[config.mk]
export PLATFORM = sky130hd
export DESIGN_NAME = spi_flash_arbiter_flat
export DESIGN_NICKNAME = d
export VERILOG_FILES = /design/src/rtl/spi_flash_arbiter_if.sv /design/src/rtl/spi_flash_arbiter.sv /design/src/flat_wrapper.sv
export SDC_FILE = /design/constraint.sdc
export NUM_CORES = 1
export LEC_CHECK = 0
export ABC_AREA = 1
export BUFFER_PORTS_ARGS = -buffer_cell sky130_fd_sc_hd__buf_4
export CAP_MARGIN = 5
export CORE_AREA = 4 4 92 94
export CTS_BUF_LIST = sky130_fd_sc_hd__clkbuf_4
export DETAILED_ROUTE_END_ITERATION = 6
export DIE_AREA = 0 0 96 98
export PLACE_DENSITY = 0.84
export SLEW_MARGIN = 5
export SYNTH_ARGS = -nofsm -noshare
export SYNTH_HDL_FRONTEND = slang
export SYNTH_SLANG_ARGS = --single-unit
[constraint.sdc]
create_clock -name clk -period 1.7 [get_ports clk]
set_input_delay 0.085 -clock clk [delete_from_list [all_inputs] [get_ports clk]]
set_output_delay 0.085 -clock clk [all_outputs]
set_load 0.005 [all_outputs]
[src/rtl/spi_flash_arbiter_if.sv]
// Bundle of requester-side and SPI-flash-master-side signals for spi_flash_arbiter.
// The arbiter connects through the master modport; a requester/flash model uses slave.
interface spi_flash_arbiter_if #(
  parameter int LEN_W = 15
);
  logic             r0_req;
  logic             r0_rd;
  logic [23:0]      r0_addr;
  logic [LEN_W-1:0] r0_len;
  logic [7:0]       r0_wdata;
  logic             r0_gnt;
  logic             r0_rvalid;
  logic [7:0]       r0_rdata;
  logic             r0_done;
  logic             r0_err;

  logic             r1_req;
  logic             r1_rd;
  logic [23:0]      r1_addr;
  logic [LEN_W-1:0] r1_len;
  logic [7:0]       r1_wdata;
  logic             r1_gnt;
  logic             r1_rvalid;
  logic [7:0]       r1_rdata;
  logic             r1_done;
  logic             r1_err;

  logic             m_en;
  logic [23:0]      m_addr;
  logic             m_read_req;
  logic [LEN_W+2:0] m_words_to_read;
  logic [7:0]       m_wr_data;
  logic             m_valid;
  logic [7:0]       m_rd_data;
  logic             m_end_transaction;
  logic             m_rd_ack;

  modport master (
    input  r0_req, r0_rd, r0_addr, r0_len, r0_wdata,
    output r0_gnt, r0_rvalid, r0_rdata, r0_done, r0_err,
    input  r1_req, r1_rd, r1_addr, r1_len, r1_wdata,
    output r1_gnt, r1_rvalid, r1_rdata, r1_done, r1_err,
    output m_en, m_addr, m_read_req, m_words_to_read, m_wr_data, m_rd_ack,
    input  m_valid, m_rd_data, m_end_transaction
  );

  modport slave (
    output r0_req, r0_rd, r0_addr, r0_len, r0_wdata,
    input  r0_gnt, r0_rvalid, r0_rdata, r0_done, r0_err,
    output r1_req, r1_rd, r1_addr, r1_len, r1_wdata,
    input  r1_gnt, r1_rvalid, r1_rdata, r1_done, r1_err,
    input  m_en, m_addr, m_read_req, m_words_to_read, m_wr_data, m_rd_ack,
    output m_valid, m_rd_data, m_end_transaction
  );
endinterface

[src/rtl/spi_flash_arbiter.sv]
// Round-robin arbiter sharing one N25Q032A SPI flash master between the boot
// loader (requester 0) and the CPU data port (requester 1). One transaction at
// a time; byte lengths are converted to the master's bit count.
// Optional macro SPI_ARB_BYTECOUNT_EN: counts forwarded read bytes and flags
// rN_err at completion when the count differs from the requested length.
module spi_flash_arbiter #(
  parameter int LEN_W    = 15,
  parameter int WR_GUARD = 128
) (
  input logic clk,
  input logic reset,
  spi_flash_arbiter_if.master bus
);

  localparam logic [2:0] IDLE      = 3'd0;
  localparam logic [2:0] ISSUE     = 3'd1;
  localparam logic [2:0] RD_STREAM = 3'd2;
  localparam logic [2:0] ACK       = 3'd3;
  localparam logic [2:0] WR_WAIT   = 3'd4;
  localparam logic [2:0] DONE      = 3'd5;

  localparam int GW = $clog2(WR_GUARD + 1);

  logic [2:0]       state;
  logic             last;
  logic             owner;
  logic             rd_q;
  logic [23:0]      addr_q;
  logic [LEN_W-1:0] len_q;
  logic [7:0]       wdata_q;
  logic [GW-1:0]    guard;
  logic             en_q;
  logic             ack_q;
  logic [1:0]       rvalid_q;
  logic [7:0]       rdata_q;
  logic [1:0]       done_q;
  logic [1:0]       err_q;
  logic             err_now;
`ifdef SPI_ARB_BYTECOUNT_EN
  logic [LEN_W-1:0] cnt;
`endif

  logic [1:0]       gnt;
  logic             pick;
  logic             sel_rd;
  logic [23:0]      sel_addr;
  logic [LEN_W-1:0] sel_len;
  logic [7:0]       sel_wdata;

  // Grant decision: only in IDLE; on a tie the requester not granted last wins.
  always_comb begin
    gnt  = 2'b00;
    pick = 1'b0;
    if (!reset && state == IDLE) begin
      if (bus.r0_req && bus.r1_req) pick = ~last;
      else                          pick = bus.r1_req;
      if (bus.r0_req || bus.r1_req) gnt = pick ? 2'b10 : 2'b01;
    end
  end

  assign sel_rd    = pick ? bus.r1_rd    : bus.r0_rd;
  assign sel_addr  = pick ? bus.r1_addr  : bus.r0_addr;
  assign sel_len   = pick ? bus.r1_len   : bus.r0_len;
  assign sel_wdata = pick ? bus.r1_wdata : bus.r0_wdata;

`ifdef SPI_ARB_BYTECOUNT_EN
  assign err_now = rd_q && (cnt != len_q);
`else
  assign err_now = 1'b0;
`endif

  // Transaction sequencer: latches the granted request and drives the master.
  always_ff @(posedge clk) begin
    if (reset) begin
      state    <= IDLE;
      last     <= 1'b1;
      owner    <= 1'b0;
      rd_q     <= 1'b0;
      addr_q   <= '0;
      len_q    <= '0;
      wdata_q  <= '0;
      guard    <= '0;
      en_q     <= 1'b0;
      ack_q    <= 1'b0;
      rvalid_q <= 2'b00;
      rdata_q  <= '0;
      done_q   <= 2'b00;
      err_q    <= 2'b00;
`ifdef SPI_ARB_BYTECOUNT_EN
      cnt      <= '0;
`endif
    end else begin
      en_q     <= 1'b0;
      ack_q    <= 1'b0;
      rvalid_q <= 2'b00;
      done_q   <= 2'b00;
      err_q    <= 2'b00;
      case (state)
        IDLE: begin
          if (gnt != 2'b00) begin
            owner   <= pick;
            last    <= pick;
            rd_q    <= sel_rd;
            addr_q  <= sel_addr;
            len_q   <= sel_len;
            wdata_q <= sel_wdata;
`ifdef SPI_ARB_BYTECOUNT_EN
            cnt     <= '0;
`endif
            // A zero-length read never touches the master.
            state   <= (sel_rd && sel_len == '0) ? DONE : ISSUE;
          end
        end
        ISSUE: begin
          en_q <= 1'b1;
          if (rd_q) begin
            state <= RD_STREAM;
          end else begin
            guard <= GW'(WR_GUARD - 1);
            state <= WR_WAIT;
          end
        end
        RD_STREAM: begin
          if (bus.m_valid) begin
            rvalid_q[owner] <= 1'b1;
            rdata_q         <= bus.m_rd_data;
`ifdef SPI_ARB_BYTECOUNT_EN
            if (cnt != '1) cnt <= cnt + 1'b1;
`endif
          end
          if (bus.m_end_transaction) state <= ACK;
        end
        ACK: begin
          ack_q <= 1'b1;
          state <= DONE;
        end
        WR_WAIT: begin
          // No completion comes back for writes; wait out a fixed guard time.
          if (guard == '0) state <= DONE;
          else             guard <= guard - 1'b1;
        end
        DONE: begin
          done_q[owner] <= 1'b1;
          err_q[owner]  <= err_now;
          state         <= IDLE;
        end
        default: state <= IDLE;
      endcase
    end
  end

  assign bus.r0_gnt    = gnt[0];
  assign bus.r1_gnt    = gnt[1];
  assign bus.r0_rvalid = rvalid_q[0];
  assign bus.r1_rvalid = rvalid_q[1];
  assign bus.r0_rdata  = rvalid_q[0] ? rdata_q : 8'h00;
  assign bus.r1_rdata  = rvalid_q[1] ? rdata_q : 8'h00;
  assign bus.r0_done   = done_q[0];
  assign bus.r1_done   = done_q[1];
  assign bus.r0_err    = err_q[0];
  assign bus.r1_err    = err_q[1];

  assign bus.m_en            = en_q;
  assign bus.m_addr          = addr_q;
  assign bus.m_read_req      = rd_q;
  assign bus.m_words_to_read = {len_q, 3'b000};
  assign bus.m_wr_data       = wdata_q;
  assign bus.m_rd_ack        = ack_q;

endmodule

[src/flat_wrapper.sv]
// flat-port wrapper written by rule: the top's interface ports become plain ports
module spi_flash_arbiter_flat 
#(
  parameter int LEN_W    = 15,
  parameter int WR_GUARD = 128
)
  (clk, reset, bus_r0_req, bus_r0_rd, bus_r0_addr, bus_r0_len, bus_r0_wdata, bus_r0_gnt, bus_r0_rvalid, bus_r0_rdata, bus_r0_done, bus_r0_err, bus_r1_req, bus_r1_rd, bus_r1_addr, bus_r1_len, bus_r1_wdata, bus_r1_gnt, bus_r1_rvalid, bus_r1_rdata, bus_r1_done, bus_r1_err, bus_m_en, bus_m_addr, bus_m_read_req, bus_m_words_to_read, bus_m_wr_data, bus_m_rd_ack, bus_m_valid, bus_m_rd_data, bus_m_end_transaction);
  spi_flash_arbiter_if #(.LEN_W(LEN_W)) bus_i ();
  input logic clk;
  input logic reset;
  input wire logic [$bits(bus_i.r0_req)-1:0] bus_r0_req;
  input wire logic [$bits(bus_i.r0_rd)-1:0] bus_r0_rd;
  input wire logic [$bits(bus_i.r0_addr)-1:0] bus_r0_addr;
  input wire logic [$bits(bus_i.r0_len)-1:0] bus_r0_len;
  input wire logic [$bits(bus_i.r0_wdata)-1:0] bus_r0_wdata;
  output wire logic [$bits(bus_i.r0_gnt)-1:0] bus_r0_gnt;
  output wire logic [$bits(bus_i.r0_rvalid)-1:0] bus_r0_rvalid;
  output wire logic [$bits(bus_i.r0_rdata)-1:0] bus_r0_rdata;
  output wire logic [$bits(bus_i.r0_done)-1:0] bus_r0_done;
  output wire logic [$bits(bus_i.r0_err)-1:0] bus_r0_err;
  input wire logic [$bits(bus_i.r1_req)-1:0] bus_r1_req;
  input wire logic [$bits(bus_i.r1_rd)-1:0] bus_r1_rd;
  input wire logic [$bits(bus_i.r1_addr)-1:0] bus_r1_addr;
  input wire logic [$bits(bus_i.r1_len)-1:0] bus_r1_len;
  input wire logic [$bits(bus_i.r1_wdata)-1:0] bus_r1_wdata;
  output wire logic [$bits(bus_i.r1_gnt)-1:0] bus_r1_gnt;
  output wire logic [$bits(bus_i.r1_rvalid)-1:0] bus_r1_rvalid;
  output wire logic [$bits(bus_i.r1_rdata)-1:0] bus_r1_rdata;
  output wire logic [$bits(bus_i.r1_done)-1:0] bus_r1_done;
  output wire logic [$bits(bus_i.r1_err)-1:0] bus_r1_err;
  output wire logic [$bits(bus_i.m_en)-1:0] bus_m_en;
  output wire logic [$bits(bus_i.m_addr)-1:0] bus_m_addr;
  output wire logic [$bits(bus_i.m_read_req)-1:0] bus_m_read_req;
  output wire logic [$bits(bus_i.m_words_to_read)-1:0] bus_m_words_to_read;
  output wire logic [$bits(bus_i.m_wr_data)-1:0] bus_m_wr_data;
  output wire logic [$bits(bus_i.m_rd_ack)-1:0] bus_m_rd_ack;
  input wire logic [$bits(bus_i.m_valid)-1:0] bus_m_valid;
  input wire logic [$bits(bus_i.m_rd_data)-1:0] bus_m_rd_data;
  input wire logic [$bits(bus_i.m_end_transaction)-1:0] bus_m_end_transaction;
  assign bus_i.r0_req = bus_r0_req;
  assign bus_i.r0_rd = bus_r0_rd;
  assign bus_i.r0_addr = bus_r0_addr;
  assign bus_i.r0_len = bus_r0_len;
  assign bus_i.r0_wdata = bus_r0_wdata;
  assign bus_r0_gnt = bus_i.r0_gnt;
  assign bus_r0_rvalid = bus_i.r0_rvalid;
  assign bus_r0_rdata = bus_i.r0_rdata;
  assign bus_r0_done = bus_i.r0_done;
  assign bus_r0_err = bus_i.r0_err;
  assign bus_i.r1_req = bus_r1_req;
  assign bus_i.r1_rd = bus_r1_rd;
  assign bus_i.r1_addr = bus_r1_addr;
  assign bus_i.r1_len = bus_r1_len;
  assign bus_i.r1_wdata = bus_r1_wdata;
  assign bus_r1_gnt = bus_i.r1_gnt;
  assign bus_r1_rvalid = bus_i.r1_rvalid;
  assign bus_r1_rdata = bus_i.r1_rdata;
  assign bus_r1_done = bus_i.r1_done;
  assign bus_r1_err = bus_i.r1_err;
  assign bus_m_en = bus_i.m_en;
  assign bus_m_addr = bus_i.m_addr;
  assign bus_m_read_req = bus_i.m_read_req;
  assign bus_m_words_to_read = bus_i.m_words_to_read;
  assign bus_m_wr_data = bus_i.m_wr_data;
  assign bus_m_rd_ack = bus_i.m_rd_ack;
  assign bus_i.m_valid = bus_m_valid;
  assign bus_i.m_rd_data = bus_m_rd_data;
  assign bus_i.m_end_transaction = bus_m_end_transaction;
  spi_flash_arbiter #(.LEN_W(LEN_W), .WR_GUARD(WR_GUARD)) u_core (.clk(clk), .reset(reset), .bus(bus_i));
endmodule
# Word-level counts from Yosys, hierarchy flattened
# Cells that the tools add are included.
# totals
register_bits	75
latch_bits	0
ramBits	0
rom_bits	0
input_bits	110
out_inout_bits	77
memories	0
# op_classes
addsub	1
n_mul	0
n_div	0
n_lt_le_gt_ge	2
n_eq_ne	10
shift	0
muxes	25
n_bitwise	4
n_reduce_logical	17
# op_table
cell	count
8-bit two-way mux	5
24-bit two-way mux	1
8-bit case mux with 2 select lines	1
15-bit logical NOT	1
15-bit two-way mux	1
3-bit two-way mux	5
3-bit case mux with 5 select lines	1
8-bit logical NOT	1
2-bit != test, second input constant	4
8-bit by 1-bit subtractor with 8-bit output, second input constant	1
1-bit two-way mux	7
3-bit by 2-bit == test with 1-bit output, second input constant	2
3-bit == test, second input constant	2
2-bit two-way mux	3
3-bit AND reduction	2
1-bit logical AND	4
1-bit inverter	4
2-bit AND reduction	2
2-bit nonzero test	2
3-bit by 1-bit == test with 1-bit output, second input constant	1
3-bit logical NOT	1
3-bit OR reduction	1
1-bit by 2-bit less-than comparator with 1-bit output, second input constant	1
2-bit by 1-bit != test with 1-bit output, second input constant	1
other kinds (5)	5

# Longest topological paths before layout
# Gate-level depths: netlist of the first run.
# depth
word_depth	10
depth_mapped	14

# Worst setup path after synthesis of the first run
# No wires, ideal clock.
# synth_timing
path_kind	reg-to-reg
start	register u_core.state[1]
end	register u_core.state[2]
setup_time_ps	71
arrival_ps	1464
required_ps	1629
slack_ps	166
path_stages_with_launch	15
path_cell_list	dfxtp_1 nor2_4 nand3_4 nor2_8 inv_4 buf_6 nand2_2 nand2_1 nor2_1 nand2_1 nor2_1 nand2_1 nand2_1 nand2_1 a21oi_1
# synth_via
elab_chain_cells	9
elab_cells_between_ends	20
cone_classes	eq/ne (7); mux (7); reduce/logical (6)
# synth_rtl
item	line	text
start: declaration	spi_flash_arbiter.sv:24	logic [2:0] state;
start signal: assignment	spi_flash_arbiter.sv:111	state <= (sel_rd && sel_len == '0) ? DONE : ISSUE;
3-bit logical NOT	spi_flash_arbiter.sv:54, spi_flash_arbiter.sv:98	
1-bit logical AND	spi_flash_arbiter.sv:54	if (!reset && state == IDLE) begin
1-bit two-way mux	spi_flash_arbiter.sv:54	
15-bit two-way mux	spi_flash_arbiter.sv:63	assign sel_len = pick ? bus.r1_len : bus.r0_len;
15-bit logical NOT	spi_flash_arbiter.sv:111	
1-bit logical AND	spi_flash_arbiter.sv:111	
3-bit two-way mux	spi_flash_arbiter.sv:111	
3-bit two-way mux	spi_flash_arbiter.sv:100	if (gnt != 2'b00) begin
3-bit case mux with 5 select lines	spi_flash_arbiter.sv:98	case (state)
# Several ways; a longest one is shown, not always the timed one. The select of a mux whose other input is x is not followed.
# A chain may end at the register's enable or synchronous reset.

# Final worst setup path of the first run
# layout_timing
start	register u_core.state[2]
end	register u_core.addr_q[6], in the netlist u_core.bus.m_addr[6]
# layout_via
elab_chain_cells	5
elab_cells_between_ends	7
cone_classes	mux (3); reduce/logical (4)
# layout_rtl
item	line	text
3-bit logical NOT *	spi_flash_arbiter.sv:54, spi_flash_arbiter.sv:98	
1-bit logical AND	spi_flash_arbiter.sv:54	
2-bit two-way mux	spi_flash_arbiter.sv:54	
2-bit nonzero test	spi_flash_arbiter.sv:100	
2-bit AND reduction (no source line)	-	
end signal: assignment	spi_flash_arbiter.sv:104	addr_q <= sel_addr;
end: declaration	spi_flash_arbiter.sv:28	logic [23:0] addr_q;
# Every way passes the cells marked *; elsewhere a longest branch is shown, timed or not.

==> results.sh, run 1 <==
export IMPL_synthCells=487
export IMPL_grt_pass1_vias=4512
export IMPL_ios=187
export IMPL_finalNetCount=889
export IMPL_cp_startpoint="u_core.state[2]"
export IMPL_core_um2=7647
export IMPL_drt_initial_drc_count=334
export IMPL_area_growth_pct=86.05
export IMPL_powerDensity_nw_per_um2=1160
export IMPL_clock_sinks=75
export IMPL_top_usage_layer="met2"
export IMPL_drc=0
export IMPL_syn_area_um2=3435
export IMPL_gp_congestion=0.8448
export IMPL_yosysSeqAreaShare_pct=43.72
export IMPL_grt_start_max_net_pins=45
export IMPL_num_rows=32
export IMPL_yosys_warnings=0
export IMPL_synth_area_leaders="dfxtp_1 (44%), nand2_1 (17%), o21ai_0 (7.3%), a31oi_1 (6.0%), nor2_1 (4.7%)"
export IMPL_synth_avg_cell_area_um2=7.052
export IMPL_timing_final_crit_share_pct=109.2
export IMPL_grt_use_met1_pct=34.84
export IMPL_dieArea_um2=9408
export IMPL_grt_use_met3_pct=9.630
export IMPL_fmax_ghz=0.5387
export IMPL_grtUsageTotal_pct=29.69
export IMPL_place_area_um2=4918
export IMPL_synth_common_cells="nand2_1 (156), dfxtp_1 (75), o21ai_0 (50)"
export IMPL_first_pass_iters=5
export IMPL_vias_per_cell=5.145
export IMPL_synthArstFlopShare_pct=0
export IMPL_htreeDepth=3
export IMPL_cts_root_buffer="clkbuf_4"
export IMPL_wl_mm=14.94
export IMPL_clk_pin_slew_ns=0.13
export IMPL_nFillCells=403
export IMPL_hold_class="in -> reg"
export IMPL_crit_fanout=10
export IMPL_final_max_slew_viol_count=0
export IMPL_post_route_util_pct=83.56
export IMPL_antenna_found_initial=1
export IMPL_hold_start="bus_r0_len[13]"
export IMPL_insertion_delay_ns=0.43
export IMPL_grtUsageMet2_pct=47.58
export IMPL_violations="negative setup slack"
export IMPL_avgRoutedWirePerCell_um=16.88
export IMPL_hpwl_mm=7.923
export IMPL_fin_skew_ns=0.01257
export IMPL_drive_above_1_share_pct=37.72
export IMPL_cts_buffers=9
export IMPL_setup_violations=36
export IMPL_rsz0062_at_grt="true"
export IMPL_die_w_um=96
export IMPL_synth_top_area_share_pct=43.72
export IMPL_cp_arrival_ns=2.17
export IMPL_ys_seq_elements=75
export IMPL_drtAntennaViolNets=0
export IMPL_die_height_um=98
export IMPL_synth_edf_count=0
export IMPL_path_class="reg -> reg"
export IMPL_vias=4553
export IMPL_synth_largest_area_cell="dfxtp_1"
export IMPL_synthFlopType="dfxtp_1"
export IMPL_crit_required_ns=2.01
export IMPL_setup_slack_ns=-0.1565
export IMPL_post_route_min_period_ns=1.856
export IMPL_irDropWorstVdd_uv=646.0
export IMPL_leakagePower_nw=3.121
export IMPL_cts_tree="yes"
export IMPL_finalPower_mw=7.411
export IMPL_io_buffer_count=181
export IMPL_crit_path_end_kind="flip-flop"
export IMPL_clk_path_buf_depth=2
export IMPL_initial_core_util_pct=44.91
export IMPL_timing_max_cap_violations=0
export IMPL_outcome="complete, but fails checks"
export IMPL_timing_rr_start="u_core.state[2]"
export IMPL_synth_most_common_cell="nand2_1"
export IMPL_grt_pass1_wl_mm=21.85
export IMPL_dpl_worst_slack_ns=-0.01355
export IMPL_critPathLaunchType="flip-flop"
export IMPL_grt_ovfl_total=0
export IMPL_ys_types=33
export IMPL_final_cell_area_um2=6390
export IMPL_finalHoldViolCount=0
-- power by group --
part / switching (mW) / total, mW / internal (mW)
Combinational: 1.78 / 3.62 / 1.84
Sequential: 0.294 / 2.50 / 2.21
Clock: 0.681 / 1.29 / 0.606
Total: 2.75 / 7.41 / 4.66
-- cells by family after synthesis --
| kind of cell | Yosys count | share of synthesized area [%] |
|---|---|---|
| adder cells (fa/ha/maj) | 2 | 0.7285 |
| XOR/XNOR | 3 | 0.7652 |
| other | 1 | 0.1092 |
| buffers and inverters | 72 | 9.399 |
| flip-flops | 75 | 43.72 |
| AO/OA/AOI/OAI | 113 | 18.47 |
| AND/OR/NAND/NOR | 221 | 26.81 |
-- cell usage in the layout (no fill, tap or decap), types with 4 or more instances in the layout --
cell	netlist	layout
conb_1	1	5
o21ai_2	0	5
inv_2	5	5
dfxtp_1	75	72
nor2_4	2	6
nand2_1	156	148
inv_1	32	31
a31oi_1	33	30
dlygate4sd3_1	0	76
buf_4	7	216
o21ai_0	50	38
buf_12	0	5
nand3_1	6	4
clkbuf_4	0	9
o21ai_1	2	9
a21oi_1	19	18
nor2_1	43	38
buf_6	2	6
a211oi_1	4	4
nand2_2	5	11
-- per-stage QoR --
step,cells,TNS (ns),hold slack (ns)
detailed placement,758,-0.01355,0.3510
global placement,758,0,0.3373
CTS,872,-0.06538,0.003265
global route,885,-4.907,0.01408
finish,885,-2.176,0.01813
floorplan,491,0,0.2437
-- worst max-delay path: stages, from the launching register on --
cell	delay (ns)
dfxtp_2	0.41
inv_2	0.07
nand3_4	0.13
buf_4	0.16
nor2_4	0.05
nor2_4	0.19
clkinv_4	0.17
buf_12	0.17
clkbuf_16	0.16
o21ai_0	0.16
a31oi_1	0.06
-- state kept, by name, summed over array words and instances, names as in the netlist, 2 cells and up --
signal and count:
u_core.done_q 2, u_core.bus.m_addr 24, u_core.rvalid_q 2, u_core.bus.m_wr_data 8, u_core.state 3, u_core.rdata_q 8, u_core.len_q 15, u_core.guard 8
-- final timing paths --
path	cells past startpoint	to	slack, ns
worst max register to register	10	u_core.bus.m_addr[6]	-0.16
worst min-delay path	5	u_core.len_q[13]	0.02
worst min register to register	1	u_core.rvalid_q[0]	0.48
worst max-delay path	10	u_core.bus.m_addr[6]	-0.16
-- per-layer routing --
layer  wire length [um]  vias to the layer above  share of wire, %
met1               5627                     2061                38
met5                  0                        -                 0
li1                   -                     2156                 -
met2               7150                      283                48
met3               1558                       53                10
met4                603                        0               4.0
-- layout make-up --
class	instances	area (um2)	share of cell area (%)
clock inverters	7	98.84	1.547
multi-input cells	345	1760	27.55
clock buffers	9	67.56	1.057
inverters	38	152.6	2.389
repair buffers	308	2670	41.79
flip-flops and latches	75	1510	23.63
diodes	1	2.502	0.03916
well taps	102	127.6	1.997
-- timing repair --
action / 4_1_cts / 5_1_grt
gates resized for setup: 35 / 34
endpoints found under the hold margin: 42 / 0
gates cloned: 5 / 2
pin swaps: 14 / 13
setup buffers: 17 / 12
hold buffers: 76 / 0
endpoints found under the setup margin: 4 / 53
Power figures use the tool's default switching activity.
==> inputs of run 2 (changes only) <==
- BUFFER_PORTS_ARGS: -buffer_cell sky130_fd_sc_hd__buf_4 -> -buffer_cell sky130_fd_sc_hd__buf_2
- CORE_AREA: 4 4 92 94 -> 4 4 93 95
- CTS_BUF_LIST: sky130_fd_sc_hd__clkbuf_4 -> unset
- DIE_AREA: 0 0 96 98 -> 0 0 97 99
- PLACE_DENSITY: 0.84 -> 0.83
- clock period: 1.7 -> 1.9 ns (I/O delays scaled with it)
==> run 2 against run 1 <==
Effect of this change:
- the flow now finishes without violations
- sequential share of layout area grew 7.6 points
- sequential power shrank 12%
- register-to-register slack improved by 0.27 ns
- non-clock buffer count decreased by 105
- cell count decreased by 12%
- wire length fell by 27%
- cell area shrank 25%
- fmax grew 4.1%
- via count decreased by 15%
- clock skew is 0.0081 ns lower
- count of clock-buffer cells in the layout increased by 2
- critical endpoint is now u_core.state[2]
- largest cell class is now multi-input gates
==> results.sh, run 2 (synthesis gave the netlist of run 1 again) <==
export IMPL_post_route_util_pct=62.16
export IMPL_final_max_slew_viol_count=0
export IMPL_powerDensity_nw_per_um2=1166
export IMPL_crit_top_cell="nand2_1"
export IMPL_cpPeakStageDelay_ns=0.35
export IMPL_drc=0
export IMPL_num_rows=32
export IMPL_timing_rr_start="u_core.state[0]"
export IMPL_fmax_ghz=0.5605
export IMPL_rsz0062_at_grt="true"
export IMPL_antenna_found_initial=0
export IMPL_regToRegSetupSlack_ns=0.12
export IMPL_die_w_um=97
export IMPL_place_area_um2=4413
export IMPL_clock_sinks=75
export IMPL_gp_congestion=0.9392
export IMPL_reg2reg_to="u_core.state[2]"
export IMPL_avgRoutedWirePerCell_um=14.04
export IMPL_cp_arrival_ns=2.05
export IMPL_finalHoldViolCount=0
export IMPL_grt_pass1_wl_mm=16.44
export IMPL_grt_use_met3_pct=6.440
export IMPL_hold_class="in -> reg"
export IMPL_holdPathEnd="u_core.rdata_q[3]"
export IMPL_largest_reg_flops=24
export IMPL_path_class="reg -> reg"
export IMPL_insertion_delay_ns=0.33
export IMPL_critPathLaunchType="flip-flop"
export IMPL_grtUsageMet2_pct=36.89
export IMPL_timing_final_crit_share_pct=93.91
export IMPL_post_route_min_period_ns=1.784
export IMPL_vias_per_cell=4.996
export IMPL_hpwl_mm=7.894
export IMPL_io_buffer_count=181
export IMPL_drt_initial_drc_count=180
export IMPL_grt_ovfl_total=0
export IMPL_drtAntennaViolNets=0
export IMPL_clk_pin_slew_ns=0.08
export IMPL_hold_ws_ns=0.01163
export IMPL_outcome="finished clean"
export IMPL_first_pass_iters=4
export IMPL_grtUsageTotal_pct=20.61
export IMPL_instances_no_fill=779
export IMPL_fin_skew_ns=0.004472
export IMPL_multiInputGateArea_um2=1658
export IMPL_nFillCells=717
export IMPL_cts_root_buffer="clkbuf_8"
export IMPL_final_cell_mix="buf_2 (181), nand2_1 (156), dfxtp_1 (74)"
export IMPL_finalPower_mw=5.600
export IMPL_htreeDepth=3
export IMPL_grt_use_met1_pct=22.85
export IMPL_vias=3892
export IMPL_area_growth_pct=39.85
export IMPL_irDropWorstVdd_uv=521.1
export IMPL_grt_pass1_vias=3627
export IMPL_drive_above_1_share_pct=34.71
export IMPL_dp_cells=751
export IMPL_cts_tree="yes"
export IMPL_wl_mm=10.94
export IMPL_cp_slowest_cell="dfxtp_2"
export IMPL_leakagePower_nw=2.531
export IMPL_top_usage_layer="met2"
export IMPL_timing_max_cap_violations=0
export IMPL_grt_start_max_net_pins=47
export IMPL_final_common_cell="buf_2"
export IMPL_crit_required_ns=2.17
export IMPL_initial_core_util_pct=44.45
export IMPL_final_cell_area_um2=4803
export IMPL_core_um2=7727
export IMPL_setup_violations=0
export IMPL_hold_start="bus_m_rd_data[3]"
export IMPL_worstPathCellList="nor2_4 > nand3_4 > o21ai_0 > nand3_1 > nor2_1 > nand2_1 > nor2_1 > nand2_1 > nand2_1 > nand2_1 > a21oi_1"
export IMPL_ff2ff_path_depth=11
export IMPL_cts_buffers=9
export IMPL_hold_depth=3
export IMPL_crit_path_end_kind="flip-flop"
export IMPL_finalNetCount=785
export IMPL_diodes=0
export IMPL_ios=187
export IMPL_crit_fanout=7
export IMPL_seq_area_um2=1503
export IMPL_clk_path_buf_depth=2
export IMPL_dieArea_um2=9603
export IMPL_die_height_um=99
## run 2: worst max path at each step
stage          slack (ns)       startpoint                    end  depth (start not counted)
4_1_cts              0.08  u_core.state[1]  u_core.bus.m_addr[17]                          8
5_1_grt             -0.04  u_core.state[0]        u_core.state[2]                         13
3_5_place_dp          0.1  u_core.state[1]        u_core.state[2]                         13
6_report             0.12  u_core.state[0]        u_core.state[2]                         11
2_1_floorplan        0.37  u_core.state[1]        u_core.state[2]                         14
3_3_place_gp         0.21  u_core.state[1]        u_core.state[2]                         13
## run 2: final cells by class
| cell class | count | area share (%) |
|---|---|---|
| multi-input combinational | 346 | 34.51 |
| sequential | 75 | 31.28 |
| timing repair buffer | 203 | 24.23 |
| clock buffer | 11 | 3.152 |
| inverter | 38 | 3.126 |
| tap | 102 | 2.657 |
| clock inverter | 4 | 1.042 |
## run 2: worst max-delay path, delay by kind of cell, from the launching register on
kind | cells | cell delay [ns]
simple gates | 9 | 0.93
compound gates | 2 | 0.43
flops | 1 | 0.35
## run 2: power breakdown
part	internal (mW)	total (mW)	switching (mW)
Combinational	0.927	2.17	1.24
Clock	0.669	1.23	0.561
Sequential	1.97	2.21	0.233
## run 2: through the flow
step                      setup TNS (ns)  setup slack [ns]
after floorplan                        0            0.3659
after global placement                 0            0.2116
after detailed placement               0           0.09619
after CTS                              0           0.07764
after global routing            -0.04262          -0.04262
final                                  0            0.1158
## run 2: metal layers
layer | part of all wire (%) | routed length, um
met1 | 39 | 4260
met2 | 48 | 5302
met4 | 1.8 | 201
met5 | 0 | 0
met3 | 11 | 1174
## run 2: what timing repair did
| action | CTS | global route |
|---|---|---|
| hold endpoints to repair | 6 | 0 |
| buffers inserted | 0 | 2 |
| endpoints found under the setup margin | 0 | 37 |
| hold buffers | 6 | 0 |
| resized for setup | 0 | 6 |
==> inputs of run 3 (changes only) <==
- CORE_AREA: 4 4 93 95 -> 4 4 67 131
- DIE_AREA: 0 0 97 99 -> 0 0 71 135
- RECOVER_POWER: unset -> 100
==> run 3 against run 2 <==
Effect of this change:
- register-to-register slack improved by 0.02 ns
- combinational power decreased by 13%
- sequential share of layout area increased by 0.53 points
- utilization decreased by 1.8 points
- wire length decreased by 10%
- first-iteration DRC count increased by 43%
- setup slack improved by 0.017 ns
- cell count decreased by 2.2%
- clock skew increased by 0.0010 ns
- fmax increased by 0.98%
- sequential cell count unchanged
==> results.sh, run 3 (synthesis gave the netlist of run 1 again) <==
export IMPL_outcome="finished clean"
export IMPL_wl_mm=9.830
export IMPL_worstPathCellList="nor2_4 > nand3_4 > nor2_8 > buf_4 > nand2_1 > o21ai_0 > nand3_1 > nor2_2 > nand2_1 > nand2_1 > nand2_1 > a21oi_1"
export IMPL_cpPeakStageDelay_ns=0.34
export IMPL_grt_start_max_net_pins=55
export IMPL_grtUsageTotal_pct=20.28
export IMPL_timing_max_cap_violations=0
export IMPL_final_max_slew_viol_count=0
export IMPL_core_um2=7828
export IMPL_post_route_min_period_ns=1.767
export IMPL_crit_top_cell="nand2_1"
export IMPL_grt_pass1_vias=3532
export IMPL_first_pass_iters=5
export IMPL_irDropWorstVdd_uv=730.8
export IMPL_crit_fanout=8
export IMPL_cp_num_buf_inv=1
export IMPL_hpwl_mm=7.302
export IMPL_cts_tree="yes"
export IMPL_vias=3730
export IMPL_clk_path_buf_depth=2
export IMPL_hold_class="in -> reg"
export IMPL_finalHoldViolCount=0
export IMPL_critPathLaunchType="flip-flop"
export IMPL_setup_slack_ns=0.1331
export IMPL_holdBufCountCts=0
export IMPL_cts_root_buffer="clkbuf_16"
export IMPL_finalPower_mw=6.037
export IMPL_insertion_delay_ns=0.32
export IMPL_clock_sinks=75
export IMPL_vias_per_cell=4.895
export IMPL_top_usage_layer="met2"
export IMPL_crit_path_end_kind="flip-flop"
export IMPL_regToRegSetupSlack_ns=0.13
export IMPL_dieArea_um2=9585
export IMPL_post_route_util_pct=60.34
export IMPL_critical_path_depth=12
export IMPL_drc=0
export IMPL_drtAntennaViolNets=0
export IMPL_leakagePower_nw=2.383
export IMPL_grtUsageMet2_pct=32.63
export IMPL_nFillCells=734
export IMPL_initial_core_util_pct=43.88
export IMPL_diodes=0
export IMPL_instances_no_fill=762
export IMPL_reg2reg_to="u_core.state[2]"
export IMPL_crit_family="simple AND/OR/NAND/NOR gates"
export IMPL_final_common_cell="nand2_1"
export IMPL_setup_violations=0
export IMPL_fmax_ghz=0.5660
export IMPL_timing_rr_start="u_core.state[0]"
export IMPL_clk_pin_slew_ns=0.06
export IMPL_num_rows=46
export IMPL_grt_use_met3_pct=5.589
export IMPL_antenna_found_initial=0
export IMPL_io_buffer_count=181
export IMPL_largest_reg_flops=24
export IMPL_hold_depth=3
export IMPL_fin_setup_tns_ns=0
export IMPL_grt_use_met1_pct=24.71
export IMPL_crit_required_ns=2.16
export IMPL_finalNetCount=773
export IMPL_fin_skew_ns=0.005479
export IMPL_powerDensity_nw_per_um2=1278
export IMPL_dp_cells=743
export IMPL_grt_pass1_wl_mm=15.68
export IMPL_cp_slowest_cell="dfxtp_2"
export IMPL_avgRoutedWirePerCell_um=12.90
export IMPL_die_w_um=71
export IMPL_rsz0062_at_grt="true"
export IMPL_dpl_worst_slack_ns=0.1360
export IMPL_final_cell_mix="nand2_1 (156), buf_2 (143), dfxtp_1 (74)"
export IMPL_holdPathEnd="u_core.bus.m_wr_data[7]"
export IMPL_path_class="reg -> reg"
export IMPL_grt_ovfl_total=0
export IMPL_drt_initial_drc_count=258
export IMPL_ios=187
export IMPL_die_height_um=135
export IMPL_timing_final_crit_share_pct=93.00
export IMPL_cts_buffers=9
export IMPL_drive_above_1_share_pct=28.83
export IMPL_gp_congestion=0.8788
export IMPL_area_growth_pct=37.52
export IMPL_hold_start="bus_r0_wdata[7]"
export IMPL_ff2ff_path_depth=12
export IMPL_cp_arrival_ns=2.03
export IMPL_htreeDepth=3
-- run 3: cell types whose count changed in the layout (fill, tap and decap cells not counted), moves of 2 or more --
cell | previous run | this run
clkbuf_1 | 0 | 37
clkinv_4 | 0 | 2
buf_4 | 11 | 9
clkbuf_8 | 11 | 1
buf_2 | 181 | 143
bufinv_16 | 1 | 3
clkbuf_16 | 3 | 9
dlygate4sd3_1 | 6 | 0
clkinvlp_4 | 2 | 0
-- run 3: per-stage QoR --
| stage | cell area (um2) | hold WS, ns |
|---|---|---|
| after floorplan | 3450 | 0.2537 |
| after global placement | 4378 | 0.3544 |
| after detailed placement | 4378 | 0.3594 |
| after CTS | 4730 | 0.01662 |
| after global routing | 4723 | 0.02236 |
| final | 4723 | 0.02892 |
-- run 3: cell type report --
type	instances	area, um2	share of cell area [%]
multi-input combinational	345	1647	34.86
sequential	75	1503	31.81
timing repair buffer	192	957.2	20.26
clock buffer	10	239.0	5.060
inverter	38	145.1	3.073
tap	96	120.1	2.543
clock inverter	6	112.6	2.384
-- run 3: worst max-delay path by stage --
stage                     from               to  slack (ns)
6_report       u_core.state[0]  u_core.state[2]        0.13
5_1_grt        u_core.state[0]  u_core.state[2]       -0.06
4_1_cts        u_core.state[1]       bus_r1_gnt       0.007
3_5_place_dp   u_core.state[1]  u_core.state[2]        0.14
3_3_place_gp   u_core.state[1]  u_core.state[2]        0.16
2_1_floorplan  u_core.state[1]  u_core.state[2]        0.37
-- run 3: layer usage --
layer	vias to the layer above	routed length, um	part of all wire, %
met1	1595	3916	40
li1	1921	-	-
met4	0	278	2.8
met2	195	4579	47
met5	-	0	0
met3	19	1056	11
-- run 3: worst min-delay path, cell delays in order --
cell and delay [ns]:
buf_2 0.09, nand2_1 0.05, a31oi_1 0.07
-- run 3: power by group --
part	internal, mW	switching, mW
registers	1.97	0.222
logic	0.742	1.14
clock network	1.32	0.641
total	4.04	2.00
-- run 3: timing repair --
action	CTS	global route
resized for setup	0	5
setup endpoints to repair	0	5
buffers inserted	0	2
